### src/rtl/clk_mon_pkg.sv
// rtl/clk_mon_pkg.sv - shared states and derived timing constants for the clock period monitor
package clk_mon_pkg;

    typedef enum logic [1:0] {
        IDLE    = 2'd0,
        ARM     = 2'd1,
        MEASURE = 2'd2
    } clk_mon_state_t;

    // Half of the nominal clk_in period, in system cycles.
    function automatic int clk_mon_half(input int sys_freq, input int exp_freq);
        return sys_freq / (exp_freq * 2);
    endfunction

    function automatic int clk_mon_nominal(input int sys_freq, input int exp_freq);
        return 2 * clk_mon_half(sys_freq, exp_freq);
    endfunction

    // No rising edge for this many cycles means the monitored clock is gone.
    function automatic int clk_mon_timeout(input int sys_freq, input int exp_freq);
        return 4 * clk_mon_half(sys_freq, exp_freq);
    endfunction

endpackage

### src/rtl/sync_edge_detect.sv
// rtl/sync_edge_detect.sv - two-flop synchroniser with registered previous value and edge strobes
//   clk    : destination clock
//   reset  : asynchronous active-low reset
//   din    : asynchronous input
//   rise   : synchronised 0->1 transition (one cycle)
//   fall   : synchronised 1->0 transition (one cycle)
module sync_edge_detect (
    input  logic clk,
    input  logic reset,
    input  logic din,
    output logic rise,
    output logic fall
);

    logic meta_q;
    logic sync_q;
    logic prev_q;

    always_ff @(posedge clk or negedge reset) begin
        if (!reset) begin
            meta_q <= 1'b0;
            sync_q <= 1'b0;
            prev_q <= 1'b0;
        end else begin
            meta_q <= din;
            sync_q <= meta_q;
            prev_q <= sync_q;
        end
    end

    assign rise = sync_q & ~prev_q;
    assign fall = ~sync_q & prev_q;

endmodule

### src/rtl/clock_period_monitor.sv
// rtl/clock_period_monitor.sv - measures period/high time of a slow async clock and flags tolerance and loss
//   clk          : system clock
//   reset        : asynchronous active-low reset
//   meas_en      : measurement enable, 0 returns to IDLE
//   clk_in       : monitored asynchronous clock
//   period_out   : last complete period in system cycles
//   high_out     : high time within that period (0 if no fall was seen)
//   period_valid : one-cycle strobe when period_out/high_out update
//   freq_ok      : last period within nominal +/- TOLERANCE
//   clk_lost     : no rising edge within the timeout window
//   min_period   : smallest period since arming (CLK_MON_STATS_EN), else 0
//   max_period   : largest period since arming (CLK_MON_STATS_EN), else 0
// Optional statistics are built when CLK_MON_STATS_EN is defined.
module clock_period_monitor
    import clk_mon_pkg::*;
#(
    parameter int SYSTEM_FREQ   = 100000000,
    parameter int EXPECTED_FREQ = 50000,
    parameter int TOLERANCE     = 4,
    parameter int CNT_W         = 16
) (
    input  logic             clk,
    input  logic             reset,
    input  logic             meas_en,
    input  logic             clk_in,
    output logic [CNT_W-1:0] period_out,
    output logic [CNT_W-1:0] high_out,
    output logic             period_valid,
    output logic             freq_ok,
    output logic             clk_lost,
    output logic [CNT_W-1:0] min_period,
    output logic [CNT_W-1:0] max_period
);

    localparam int NOMINAL = clk_mon_nominal(SYSTEM_FREQ, EXPECTED_FREQ);
    localparam int TIMEOUT = clk_mon_timeout(SYSTEM_FREQ, EXPECTED_FREQ);

    localparam logic [CNT_W-1:0] TIMEOUT_C = CNT_W'(TIMEOUT);
    localparam logic [CNT_W:0]   NOMINAL_C = (CNT_W+1)'(NOMINAL);
    localparam logic [CNT_W:0]   TOL_C     = (CNT_W+1)'(TOLERANCE);

    // The counter must be able to reach TIMEOUT without wrapping.
    generate
        if (64'(TIMEOUT) >= (64'd1 << CNT_W)) begin : g_bad_cfg
            $error("clock_period_monitor: TIMEOUT does not fit in CNT_W bits");
        end
    endgenerate

    logic rise;
    logic fall;

    sync_edge_detect u_sync (
        .clk   (clk),
        .reset (reset),
        .din   (clk_in),
        .rise  (rise),
        .fall  (fall)
    );

    clk_mon_state_t   state_q, state_d;
    logic [CNT_W-1:0] cnt_q, cnt_d;
    logic [CNT_W-1:0] high_cap_q, high_cap_d;
    logic [CNT_W-1:0] period_q, period_d;
    logic [CNT_W-1:0] high_q, high_d;
    logic             pv_q, pv_d;
    logic             ok_q, ok_d;
    logic             lost_q, lost_d;

    // One bit wider so the tolerance difference never wraps.
    logic [CNT_W:0] cnt_inc;
    logic [CNT_W:0] per_diff;
    logic           in_tol;

    assign cnt_inc  = {1'b0, cnt_q} + (CNT_W+1)'(1);
    assign per_diff = (cnt_inc >= NOMINAL_C) ? (cnt_inc - NOMINAL_C) : (NOMINAL_C - cnt_inc);
    assign in_tol   = (per_diff <= TOL_C);

    always_ff @(posedge clk or negedge reset) begin
        if (!reset) begin
            state_q    <= IDLE;
            cnt_q      <= '0;
            high_cap_q <= '0;
            period_q   <= '0;
            high_q     <= '0;
            pv_q       <= 1'b0;
            ok_q       <= 1'b0;
            lost_q     <= 1'b0;
        end else begin
            state_q    <= state_d;
            cnt_q      <= cnt_d;
            high_cap_q <= high_cap_d;
            period_q   <= period_d;
            high_q     <= high_d;
            pv_q       <= pv_d;
            ok_q       <= ok_d;
            lost_q     <= lost_d;
        end
    end

    always_comb begin
        state_d    = state_q;
        cnt_d      = cnt_q;
        high_cap_d = high_cap_q;
        period_d   = period_q;
        high_d     = high_q;
        pv_d       = 1'b0;
        ok_d       = ok_q;
        lost_d     = lost_q;

        if (!meas_en) begin
            // Abandon any partial period; reported values hold.
            state_d = IDLE;
            cnt_d   = '0;
        end else begin
            case (state_q)
                IDLE: begin
                    cnt_d   = '0;
                    state_d = ARM;
                end
                ARM: begin
                    if (rise) begin
                        // Start of the first complete period.
                        cnt_d      = '0;
                        high_cap_d = '0;
                        state_d    = MEASURE;
                    end else if (cnt_q >= TIMEOUT_C) begin
                        lost_d = 1'b1;
                    end else begin
                        cnt_d = cnt_inc[CNT_W-1:0];
                    end
                end
                MEASURE: begin
                    if (rise) begin
                        period_d   = cnt_inc[CNT_W-1:0];
                        high_d     = high_cap_q;
                        pv_d       = 1'b1;
                        ok_d       = in_tol;
                        lost_d     = 1'b0;
                        cnt_d      = '0;
                        high_cap_d = '0;
                    end else if (cnt_inc >= {1'b0, TIMEOUT_C}) begin
                        lost_d  = 1'b1;
                        ok_d    = 1'b0;
                        cnt_d   = '0;
                        state_d = ARM;
                    end else begin
                        cnt_d = cnt_inc[CNT_W-1:0];
                        if (fall) begin
                            high_cap_d = cnt_inc[CNT_W-1:0];
                        end
                    end
                end
                default: begin
                    state_d = IDLE;
                    cnt_d   = '0;
                end
            endcase
        end
    end

    assign period_out   = period_q;
    assign high_out     = high_q;
    assign period_valid = pv_q;
    assign freq_ok      = ok_q;
    assign clk_lost     = lost_q;

`ifdef CLK_MON_STATS_EN
    logic [CNT_W-1:0] min_q;
    logic [CNT_W-1:0] max_q;

    always_ff @(posedge clk or negedge reset) begin
        if (!reset) begin
            min_q <= '1;
            max_q <= '0;
        end else if (meas_en && (state_q == IDLE)) begin
            // Fresh statistics each time measurement is (re)armed.
            min_q <= '1;
            max_q <= '0;
        end else if (pv_d) begin
            if (period_d < min_q) begin
                min_q <= period_d;
            end
            if (period_d > max_q) begin
                max_q <= period_d;
            end
        end
    end

    assign min_period = min_q;
    assign max_period = max_q;
`else
    assign min_period = '0;
    assign max_period = '0;
`endif

endmodule

### config.mk
export PLATFORM = sky130hd
export DESIGN_NAME = clock_period_monitor
export DESIGN_NICKNAME = d
export VERILOG_FILES = /design/src/rtl/clk_mon_pkg.sv /design/src/rtl/sync_edge_detect.sv /design/src/rtl/clock_period_monitor.sv
export SDC_FILE = /design/constraint.sdc
export NUM_CORES = 1
export LEC_CHECK = 0
export CORE_MARGIN = 2
export CORE_UTILIZATION = 49
export CTS_CLUSTER_SIZE = 40
export DETAILED_ROUTE_END_ITERATION = 8
export PLACE_DENSITY = 0.75
export RECOVER_POWER = 25
export SLEW_MARGIN = 20
export SYNTH_ARGS = -nofsm -noshare
export SYNTH_HDL_FRONTEND = slang
export SYNTH_HIERARCHICAL = 1
export SYNTH_SLANG_ARGS = --single-unit
### constraint.sdc
create_clock -name clk -period 2.6 [get_ports clk]
set_input_delay 0.78 -clock clk [delete_from_list [all_inputs] [get_ports clk]]
set_output_delay 0.78 -clock clk [all_outputs]
set_load 0.02 [all_outputs]
=== After elaboration in Yosys (flattened, before gate mapping) ===
Cells that the tools add are included.
Widths: inputs -> output; s select.

* Add/subtract/negate cells: 3
* Muxes and demuxes: 27
* Bitwise operators: 4
* Order comparisons: 4
* Reductions and logical operators: 8
* Eq/ne operators: 12

{| class="wikitable"
|+ Operators by type and width
! cell !! number
|-
| $mux 16 || 9
|-
| $pmux 16 s2 || 2
|-
| $ne 3x3->1 const B || 6
|-
| $add 16x1->17 const B || 1
|-
| $ge 17x11->1 const B || 1
|-
| $ge 17x12->1 const B || 1
|-
| $le 17x3->1 const B || 1
|-
| $mux 17 || 1
|-
| $sub 11x17->17 const A || 1
|-
| $sub 17x11->17 const B || 1
|-
| $ge 16x12->1 const B || 1
|-
| $reduce_and 5->1 || 2
|-
| $mux 1 || 9
|-
| $reduce_and 3->1 || 3
|-
| $mux 2 || 4
|-
| $ne 2x2->1 const B || 3
|-
| $pmux 2 s3 || 1
|-
| $ne 4x4->1 const B || 1
|-
| $reduce_bool 2->1 || 2
|-
| $and 1x1->1 || 2
|-
| $eq 2x1->1 const B || 1
|-
| $eq 2x2->1 const B || 1
|-
| $logic_not 2->1 || 1
|-
| $not 1->1 || 2
|-
| $pmux 1 s2 || 1
|}

* Logic and storage cells: 69
* Output and inout bits: 67
* Register bits: 72
* Bits of input ports: 4

=== Longest topological paths before layout ===
Gate-level depths: netlist of run 1.

* Depth in word-level cells: 6
* Gate-level depth with buffers: 14
* Depth with buffers taken out: 10

=== Hierarchy ===
Netlist of run 1, hierarchy kept.

{| class="wikitable"
|+ Modules (own cells, without submodules)
! module !! area an instance (sq um) !! times used !! cells each !! seq. area each (sq um)
|-
| clock_period_monitor || 4289.1 || 1 || 463 || 1726.7
|-
| sync_edge_detect || 90.1 || 1 || 5 || 75.1
|}

=== Worst setup path before layout of run 1 ===
OpenSTA, ideal clock, no wires.

* Path kind: register to register
* From: reg cnt_q[1]
* To: reg high_cap_q[12]
* Buffers on the path: 4
* Library setup time: 117 ps
* Arrival: 2626 ps
* Slack: -142 ps
* Stages on the path, launching flop included: 15
* Required time: 2483 ps
* Clock period less this slack: 2742 ps
* Path through: dfrtp_1 > buf_2 > nand3_2 > buf_2 > o21ai_0 > and2_1 > buf_2 > inv_2 > ha_1 > a32oi_2 > o311ai_4 > nor3b_4 > o221ai_4 > buf_6 > and2_4

* Cells in the longest elaborated chain, start to end: 5
* Elaborated cells on any way between the ends: 8
* Classes of those cells: add/sub (1); order compare (1); eq/ne (1); mux (4); reduce/logical (1)

{| class="wikitable"
|+ RTL lines
! what !! line !! source
|-
| start: declaration || clock_period_monitor.sv:61 || <nowiki>logic [CNT_W-1:0] cnt_q, cnt_d;</nowiki>
|-
| start signal: assignment || clock_period_monitor.sv:90 || <nowiki>cnt_q <= cnt_d;</nowiki>
|-
| $add 16x1->17 * || clock_period_monitor.sv:74 || <nowiki>assign cnt_inc = {1'b0, cnt_q} + (CNT_W+1)'(1);</nowiki>
|-
| parallel branches: the longest is 4 deep, another holds $ge 17x12->1 || -- ||
|-
| end signal: assignment || clock_period_monitor.sv:91 || <nowiki>high_cap_q <= high_cap_d;</nowiki>
|-
| end: declaration || clock_period_monitor.sv:62 || <nowiki>logic [CNT_W-1:0] high_cap_q, high_cap_d;</nowiki>
|}

Every way passes the cells marked *. The select of a mux whose other input is x is not followed.
A chain may end at the register's enable or synchronous reset.

=== Worst setup path in the final report of run 1 ===
* From: reg cnt_q[0]
* To: reg high_cap_q[0]

The elaborated chain is that of the path after synthesis.

==> key figures, run 1 <==
Run status
  – Outcome: finished, violations left
  – Failing checks: max-capacitance violations, max-slew violations, negative setup slack

Finish
  – Most common cell after layout, fill and taps aside: buf_4
  – FF+latch area: 1810 sq um
  – Fraction of layout cells with a size suffix above 1: 0.342
  – Filler cells: 647
  – Antenna diode count: 0
  – Area of the multi-input gates: 2640 sq um
  – Commonest cells after routing, fill and taps aside: 89 x buf_4, 80 x nand2_1, 67 x dfrtp_1
  – NumNets Final: 595
  – P&R area growth vs syn: 38.0%

Yosys
  – Post-synth EDFFs: 0
  – Sequential share of the synthesized area: 0.411
  – Top cells by area, synth: dfrtp_1 41%, nand2_1 7.1%, buf_4 6.2%
  – Flops & latches, synth: 72
  – Mapped Area: 4380 sq um
  – Area leader, netlist: dfrtp_1
  – Top_reg_cell synth: dfrtp_1
  – Mapped Cells: 468
  – Ys async rst share: 1.00
  – Synth top area share: 0.411
  – Avg Inst Size Synth: 9.36 sq um
  – Yosys cell types: 73
  – Synth warn: 6

Job
  – Max_cap viols: 1

Clock network
  – Root Buffer: clkbuf_8
  – Clock H-tree levels: 3
  – Clk Latency, worst-skew pair: 0.37 ns
  – Clk sink count: 72
  – Hold buffers post-CTS: 0
  – CTS tree: built
  – Clock-pin slew on the worst setup and hold paths: 0.09 ns
  – Max clock buf depth: 2
  – CTS buffer count: 9

Timing
  – Final Worst Setup Slack: -0.104 ns
  – Final period utilization: 1.04
  – Tightest Pin Transition: 1.79 ns
  – Min Tclk post-route: 2.70 ns
  – Fin. Hold Viols: 0
  – Clk_skew: 0.0148 ns
  – Final setup viols: 29
  – Slew Viols, Final: 73
  – Post-route setup TNS: -1.87 ns
  – RSZ-0062 raised after global routing: true
  – F_max: 370 MHz
  – Relative slew slack: -0.190

Global route
  – Largest net degree at the start of global routing: 73
  – Initial antenna violation count: 0
  – GRT overflow: 0
  – All-Layer GR Usage: 0.263
  – First-pass GRT wire length: 20,000 um
  – Via count of the first global-routing pass: 3,744

Setup path
  – Critical Path RT: 2.90 ns
  – Worst r2r src: cnt_q[0]$_DFFE_PN0P_
  – Crit path kind: flip-flop to flip-flop
  – Buf/Inv on CP: 2
  – Crit-path leading delay family: compound AO/OA/AOI/OAI gates
  – CP max FO: 10
  – CP Launch Point: cnt_q[0]$_DFFE_PN0P_
  – Crit-path cells: ha_4, buf_4, a21oi_1, nor3b_1, o211ai_1, nand2_2, o311ai_4, nor3b_4, o221ai_4, buf_12, a22o_1
  – Crit end category: flip-flop
  – Worst r2r path cells: 11
  – Critical path depth: 11
  – Critical Path Max Stage Delay: 0.43 ns
  – Slowest CP cell: dfrtp_1
  – Startpoint types: flip-flop
  – CP arrival: 3.00 ns

Min path
  – Hold crit path type: flip-flop to flip-flop
  – Hold Path Origin: u_sync/meta_q$_DFF_PN0_
  – Hold path cells: 0

Power and ir drop
  – Total power: 2.80 mW
  – Power Dens Cells: 462 nW/um^2
  – IR drop worst, VDD: 262 uV
  – Pleak: 2.76 nW

Floorplanning
  – I/O pins: 71
  – Initial Utilization: 0.505
  – CORE AREA: 8680 sq um
  – # rows: 34
  – Chip width: 98.5 um
  – Die Ht: 98.5 um
  – Die area: 9710 sq um

Routing
  – First-pass detailed-route iteration total: 4
  – DRC: 0
  – Routed WL: 12,900 um
  – Vias/cell: 5.71
  – WL/cell: 18.6 um
  – Via Count: 3,972
  – 1st-iter DRT viols: 204
  – Antenna-violating nets left: 0

Placed design
  – Routability Congestion: 0.969
  – DP Wirelength: 9090 um
  – PortBufs: 38
-- where the power goes --
group | internal [mW] | total [mW] | switching (mW) | leakage (nW)
logic | 0.284 | 0.702 | 0.418 | 1.68
registers | 1.17 | 1.20 | 0.0319 | 0.985
clock network | 0.378 | 0.891 | 0.514 | 0.101
total | 1.83 | 2.80 | 0.964 | 2.76
-- cells in the mapped netlist (9+ instances only) --
library cell and n:
inv_1 12, dfrtp_1 72, buf_4 36, nand2_1 83
buf_2 15, xnor2_1 10, o21ai_0 28, a21oi_1 9
nand3_1 11, clkbuf_1 11, nand4_1 10, and2_1 9
-- cells by family after synthesis --
group / Yosys count / share of synthesized area
AND/OR/NAND/NOR: 183 / 0.236
AO/OA/AOI/OAI: 109 / 0.189
buffers and inverters: 80 / 0.110
flip-flops: 72 / 0.411
XOR/XNOR: 14 / 0.0280
adder cells (fa/ha/maj): 8 / 0.0229
other: 1 / 0.000856
multiplexers: 1 / 0.00229
-- metal layers --
layer	vias to the layer above	track usage	part of all wire
li1	1828	-	-
met1	1952	0.349	0.41
met2	153	0.427	0.49
met3	39	0.0511	0.053
met4	0	0.105	0.046
met5	-	0	0
-- worst reg2reg max path: cells and delay by family, from the launching register on --
| family | cells | cell delay, ns |
|---|---|---|
| adders and majority gates | 1 | 0.22 |
| DFF | 1 | 0.43 |
| AOI/OAI and AO/OA | 5 | 1.31 |
| buffers and inverters | 2 | 0.32 |
| and+or+nand+nor | 3 | 0.36 |
-- final cells by class --
cell class	count	area share
clock inverters	7	0.0122
clock buffers	9	0.0205
flip-flops and latches	72	0.299
multi-input cells	347	0.437
repair buffers	138	0.199
well taps	108	0.0224
inverters	15	0.0106
-- final timing paths --
| kind | to | slack [ns] |
|---|---|---|
| setup / recovery | high_cap_q[0]$_DFFE_PN0P_ | -0.10 |
| hold / removal | u_sync/sync_q$_DFF_PN0_ | 0.36 |
| setup reg to reg | high_cap_q[0]$_DFFE_PN0P_ | -0.10 |
| hold reg to reg | u_sync/sync_q$_DFF_PN0_ | 0.36 |
| max in group asynchronous | cnt_q[7]$_DFFE_PN0P_ | 0.44 |
| min in group asynchronous | high_out[12]$_DFFE_PN0P_ | 0.97 |
-- through the flow --
step | worst slack, ns | utilization | std cells | cell area [sq um] | hold slack, ns
floorplan | 0.000684 | - | 499 | 4540 | 0.331
global placement | -0.288 | 0.607 | 662 | 5270 | 0.336
detailed placement | -0.276 | 0.607 | 662 | 5270 | 0.336
CTS | -0.0872 | 0.665 | 690 | 5770 | 0.358
global route | -0.226 | 0.697 | 696 | 6040 | 0.371
finish | -0.104 | 0.697 | 696 | 6040 | 0.356
-- flip-flops by register name (all words and copies together), names as in the netlist --
register       cells
clk_lost           1
cnt_q             16
state_q            2
u_sync/sync_q      1
freq_ok            1
high_cap_q        16
period_out        16
u_sync/prev_q      1
u_sync/meta_q      1
period_valid       1
high_out          16
-- repair_timing --
action | in CTS | in global routing
resized for setup | 43 | 46
pin swaps | 9 | 15
endpoints found under the setup margin | 32 | 31
cloned | 0 | 1
buffers inserted | 12 | 7
Note: power is estimated with default switching activity, not from simulation.
==> inputs of run 2 (changes only) <==
--- a/config.mk
+++ b/config.mk
@@ -9,7 +9,7 @@
 export CORE_UTILIZATION = 49
 export CTS_CLUSTER_SIZE = 40
 export DETAILED_ROUTE_END_ITERATION = 8
-export PLACE_DENSITY = 0.75
+export PLACE_DENSITY = 0.85
 export RECOVER_POWER = 25
 export SLEW_MARGIN = 20
 export SYNTH_ARGS = -nofsm -noshare
==> key figures, run 2 (synthesis gave the netlist of run 1 again) <==
Run status
  – Outcome: finished, violations left (unchanged)
  – Failing checks: max-capacitance violations, max-slew violations, negative setup slack (unchanged)

Setup path
  – Capture point of the worst reg-to-reg path: high_cap_q[11]$_DFFE_PN0P_ (was high_cap_q[0]$_DFFE_PN0P_)
  – Buf/Inv on CP: 3 (was 2)
  – Crit end category: flip-flop (unchanged)
  – CP max FO: 16 (was 10)
  – Worst R2R Setup Slack: -0.15 ns (was -0.10 ns)
  – Crit-path leading delay family: compound AO/OA/AOI/OAI gates (unchanged)
  – Critical path depth: 12 (was 11)
  – Startpoint types: flip-flop (unchanged)
  – Worst r2r path cells: 12 (was 11)
  – Slowest CP cell: dfrtp_2 (was dfrtp_1)
  – Worst r2r src: cnt_q[0]$_DFFE_PN0P_ (unchanged)
  – Crit-path cells: ha_4, buf_4, a21oi_4, a211o_1, nand3_2, a32oi_4, o311ai_4, buf_6, nor3b_4, o221ai_4, buf_12, a22o_1 (was ha_4, buf_4, a21oi_1, nor3b_1, o211ai_1, nand2_2, o311ai_4, nor3b_4, o221ai_4, buf_12, a22o_1)
  – Critical Path RT: 2.85 ns (was 2.90 ns)
  – CP arrival: 3.00 ns (about the same)
  – Crit path kind: flip-flop to flip-flop (unchanged)
  – Critical Path Max Stage Delay: 0.46 ns (was 0.43 ns)

Global route
  – GRT overflow: 0 (unchanged)
  – Initial antenna violation count: 0 (unchanged)
  – Via count of the first global-routing pass: 3,784 (was 3,744)
  – First-pass GRT wire length: 19,500 um (was 20,000 um)
  – Largest net degree at the start of global routing: 73 (unchanged)
  – All-Layer GR Usage: 0.255 (was 0.263)

Floorplanning
  – CORE AREA: 8680 sq um (unchanged)
  – Die Ht: 98.5 um (unchanged)
  – # rows: 34 (unchanged)
  – Initial Utilization: 0.505 (unchanged)
  – I/O pins: 71 (unchanged)
  – Die area: 9710 sq um (unchanged)
  – Chip width: 98.5 um (unchanged)

Routing
  – Antenna-violating nets left: 0 (unchanged)
  – DRC: 0 (unchanged)
  – 1st-iter DRT viols: 343 (was 204)
  – First-pass detailed-route iteration total: 6 (was 4)
  – Routed WL: 12,300 um (was 12,900 um)
  – Vias/cell: 5.93 (was 5.71)
  – WL/cell: 18.2 um (was 18.6 um)
  – Via Count: 4,007 (was 3,972)

Placed design
  – DP Wirelength: 8730 um (was 9090 um)
  – Dpl cell area: 5190 sq um (was 5270 sq um)
  – PortBufs: 38 (unchanged)
  – Post-Place Cells: 655 (was 662)
  – Routability Congestion: 0.915 (was 0.969)

Finish
  – Post-layout instance area: 5630 sq um (was 6040 sq um)
  – Most common cell after layout, fill and taps aside: nand2_1 (was buf_4)
  – Antenna diode count: 0 (unchanged)
  – P&R area growth vs syn: 28.6% (was 38.0%)
  – Finished Layout Cells: 676 (was 696)
  – Fraction of layout cells with a size suffix above 1: 0.285 (was 0.342)
  – Filler cells: 645 (was 647)
  – Commonest cells after routing, fill and taps aside: 80 x nand2_1, 74 x buf_4, 66 x dfrtp_1 (was 89 x buf_4, 80 x nand2_1, 67 x dfrtp_1)
  – NumNets Final: 575 (was 595)

Clock network
  – Clock-pin slew on the worst setup and hold paths: 0.09 ns (about the same)
  – Root Buffer: clkbuf_8 (unchanged)
  – Clk sink count: 72 (unchanged)
  – CTS buffer count: 9 (unchanged)
  – Hold buffers post-CTS: 0 (unchanged)
  – CTS tree: built (unchanged)
  – Max clock buf depth: 2 (unchanged)
  – Clock H-tree levels: 3 (unchanged)
  – Clk Latency, worst-skew pair: 0.37 ns (about the same)

Power and ir drop
  – Logic pwr share: 0.227 (was 0.251)
  – Switching pwr: 0.924 mW (was 0.964 mW)
  – Internal cell power: 1.77 mW (was 1.83 mW)
  – Clk pwr share: 0.324 (was 0.319)
  – IR drop worst, VDD: 238 uV (was 262 uV)
  – Sw frac: 0.343 (was 0.345)
  – Seq pwr share: 0.449 (was 0.430)
  – Pleak: 2.58 nW (was 2.76 nW)
  – Power Dens Cells: 479 nW/um^2 (was 462 nW/um^2)

Timing
  – Slew Viols, Final: 73 (unchanged)
  – F_max: 364 MHz (was 370 MHz)
  – Relative slew slack: -0.182 (was -0.190)
  – Final setup viols: 20 (was 29)
  – Fin. Hold Viols: 0 (unchanged)
  – Clk_skew: 0.0133 ns (was 0.0148 ns)
  – Final period utilization: 1.06 (was 1.04)
  – Min Tclk post-route: 2.75 ns (was 2.70 ns)
  – Tightest Pin Transition: 1.77 ns (was 1.79 ns)
  – RSZ-0062 raised after global routing: true (unchanged)
  – Final Worst Setup Slack: -0.149 ns (was -0.104 ns)

Min path
  – Hold path cells: 0 (unchanged)
  – Hold Path Sink: u_sync/sync_q$_DFF_PN0_ (unchanged)
  – Hold crit path type: flip-flop to flip-flop (unchanged)
  – Hold Path Origin: u_sync/meta_q$_DFF_PN0_ (unchanged)

Job
  – Max_cap viols: 1 (unchanged)
-- run 2: power groups by stage --
| stage | Sequential [mW] | Clock, mW | Combinational (mW) |
|---|---|---|---|
| final | 1.21 | 0.872 | 0.613 |
| after global routing | 1.22 | 0.923 | 0.655 |
| after CTS | 1.21 | 0.872 | 0.583 |
| after detailed placement | 1.23 | 0 | 0.569 |
| after global placement | 1.23 | 0 | 0.546 |
| after floorplan | 1.25 | 0 | 0.366 |
-- run 2: worst max path at each step --
| stage | from | endpoint | slack, ns |
|---|---|---|---|
| after floorplan | cnt_q[0]$_DFFE_PN0P_ | freq_ok$_DFFE_PN0P_ | 0.0007 |
| after global placement | cnt_q[0]$_DFFE_PN0P_ | high_cap_q[8]$_DFFE_PN0P_ | -0.15 |
| after detailed placement | cnt_q[0]$_DFFE_PN0P_ | high_cap_q[11]$_DFFE_PN0P_ | -0.27 |
| after CTS | cnt_q[1]$_DFFE_PN0P_ | high_cap_q[11]$_DFFE_PN0P_ | -0.08 |
| after global routing | cnt_q[1]$_DFFE_PN0P_ | high_cap_q[11]$_DFFE_PN0P_ | -0.23 |
| final | cnt_q[0]$_DFFE_PN0P_ | high_cap_q[11]$_DFFE_PN0P_ | -0.15 |
-- run 2: what timing repair did --
item	in CTS	in global routing
resized for setup	34	25
pin swaps	5	5
gates cloned	0	1
buffers inserted	5	0
endpoints found under the hold margin	0	0
endpoints found under the setup margin	31	31
-- run 2: layout make-up --
cell class                      count  area (sq um)  share of cell area
Clock buffer                        9           124              0.0220
Clock inverter                      7          62.6              0.0111
Inverter                           15          61.3              0.0109
Multi-Input combinational cell    347          2440               0.433
Sequential cell                    72          1810               0.321
Tap cell                          108           135              0.0240
Timing Repair Buffer              118          1000               0.178
-- run 2: metrics by stage --
step	hold slack (ns)	TNS (ns)	power [mW]	util	setup WS [ns]
after floorplan	0.331	0	1.62	-	0.000684
after global placement	0.335	-2.35	1.77	0.598	-0.153
after detailed placement	0.336	-4.83	1.80	0.598	-0.269
after CTS	0.356	-0.488	2.67	0.640	-0.0775
after global routing	0.359	-4.03	2.80	0.649	-0.230
final	0.354	-1.56	2.70	0.649	-0.149
-- run 2: layer usage --
| layer | GRT usage | share of wire | up-vias |
|---|---|---|---|
| met2 | 0.428 | 0.50 | 237 |
| li1 | - | - | 1793 |
| met5 | 0 | 0 | - |
| met1 | 0.312 | 0.39 | 1923 |
| met4 | 0.122 | 0.044 | 0 |
| met3 | 0.0553 | 0.072 | 54 |
==> inputs of run 3 (changes only) <==
--- a/config.mk
+++ b/config.mk
@@ -9,6 +9,7 @@
 export CORE_UTILIZATION = 49
 export CTS_CLUSTER_SIZE = 40
 export DETAILED_ROUTE_END_ITERATION = 8
+export HOLD_SLACK_MARGIN = 0.08
 export PLACE_DENSITY = 0.85
 export RECOVER_POWER = 25
 export SLEW_MARGIN = 20
==> results of run 3 <==
Same layout as run 2: the final DEF is identical, and so are final timing and power.
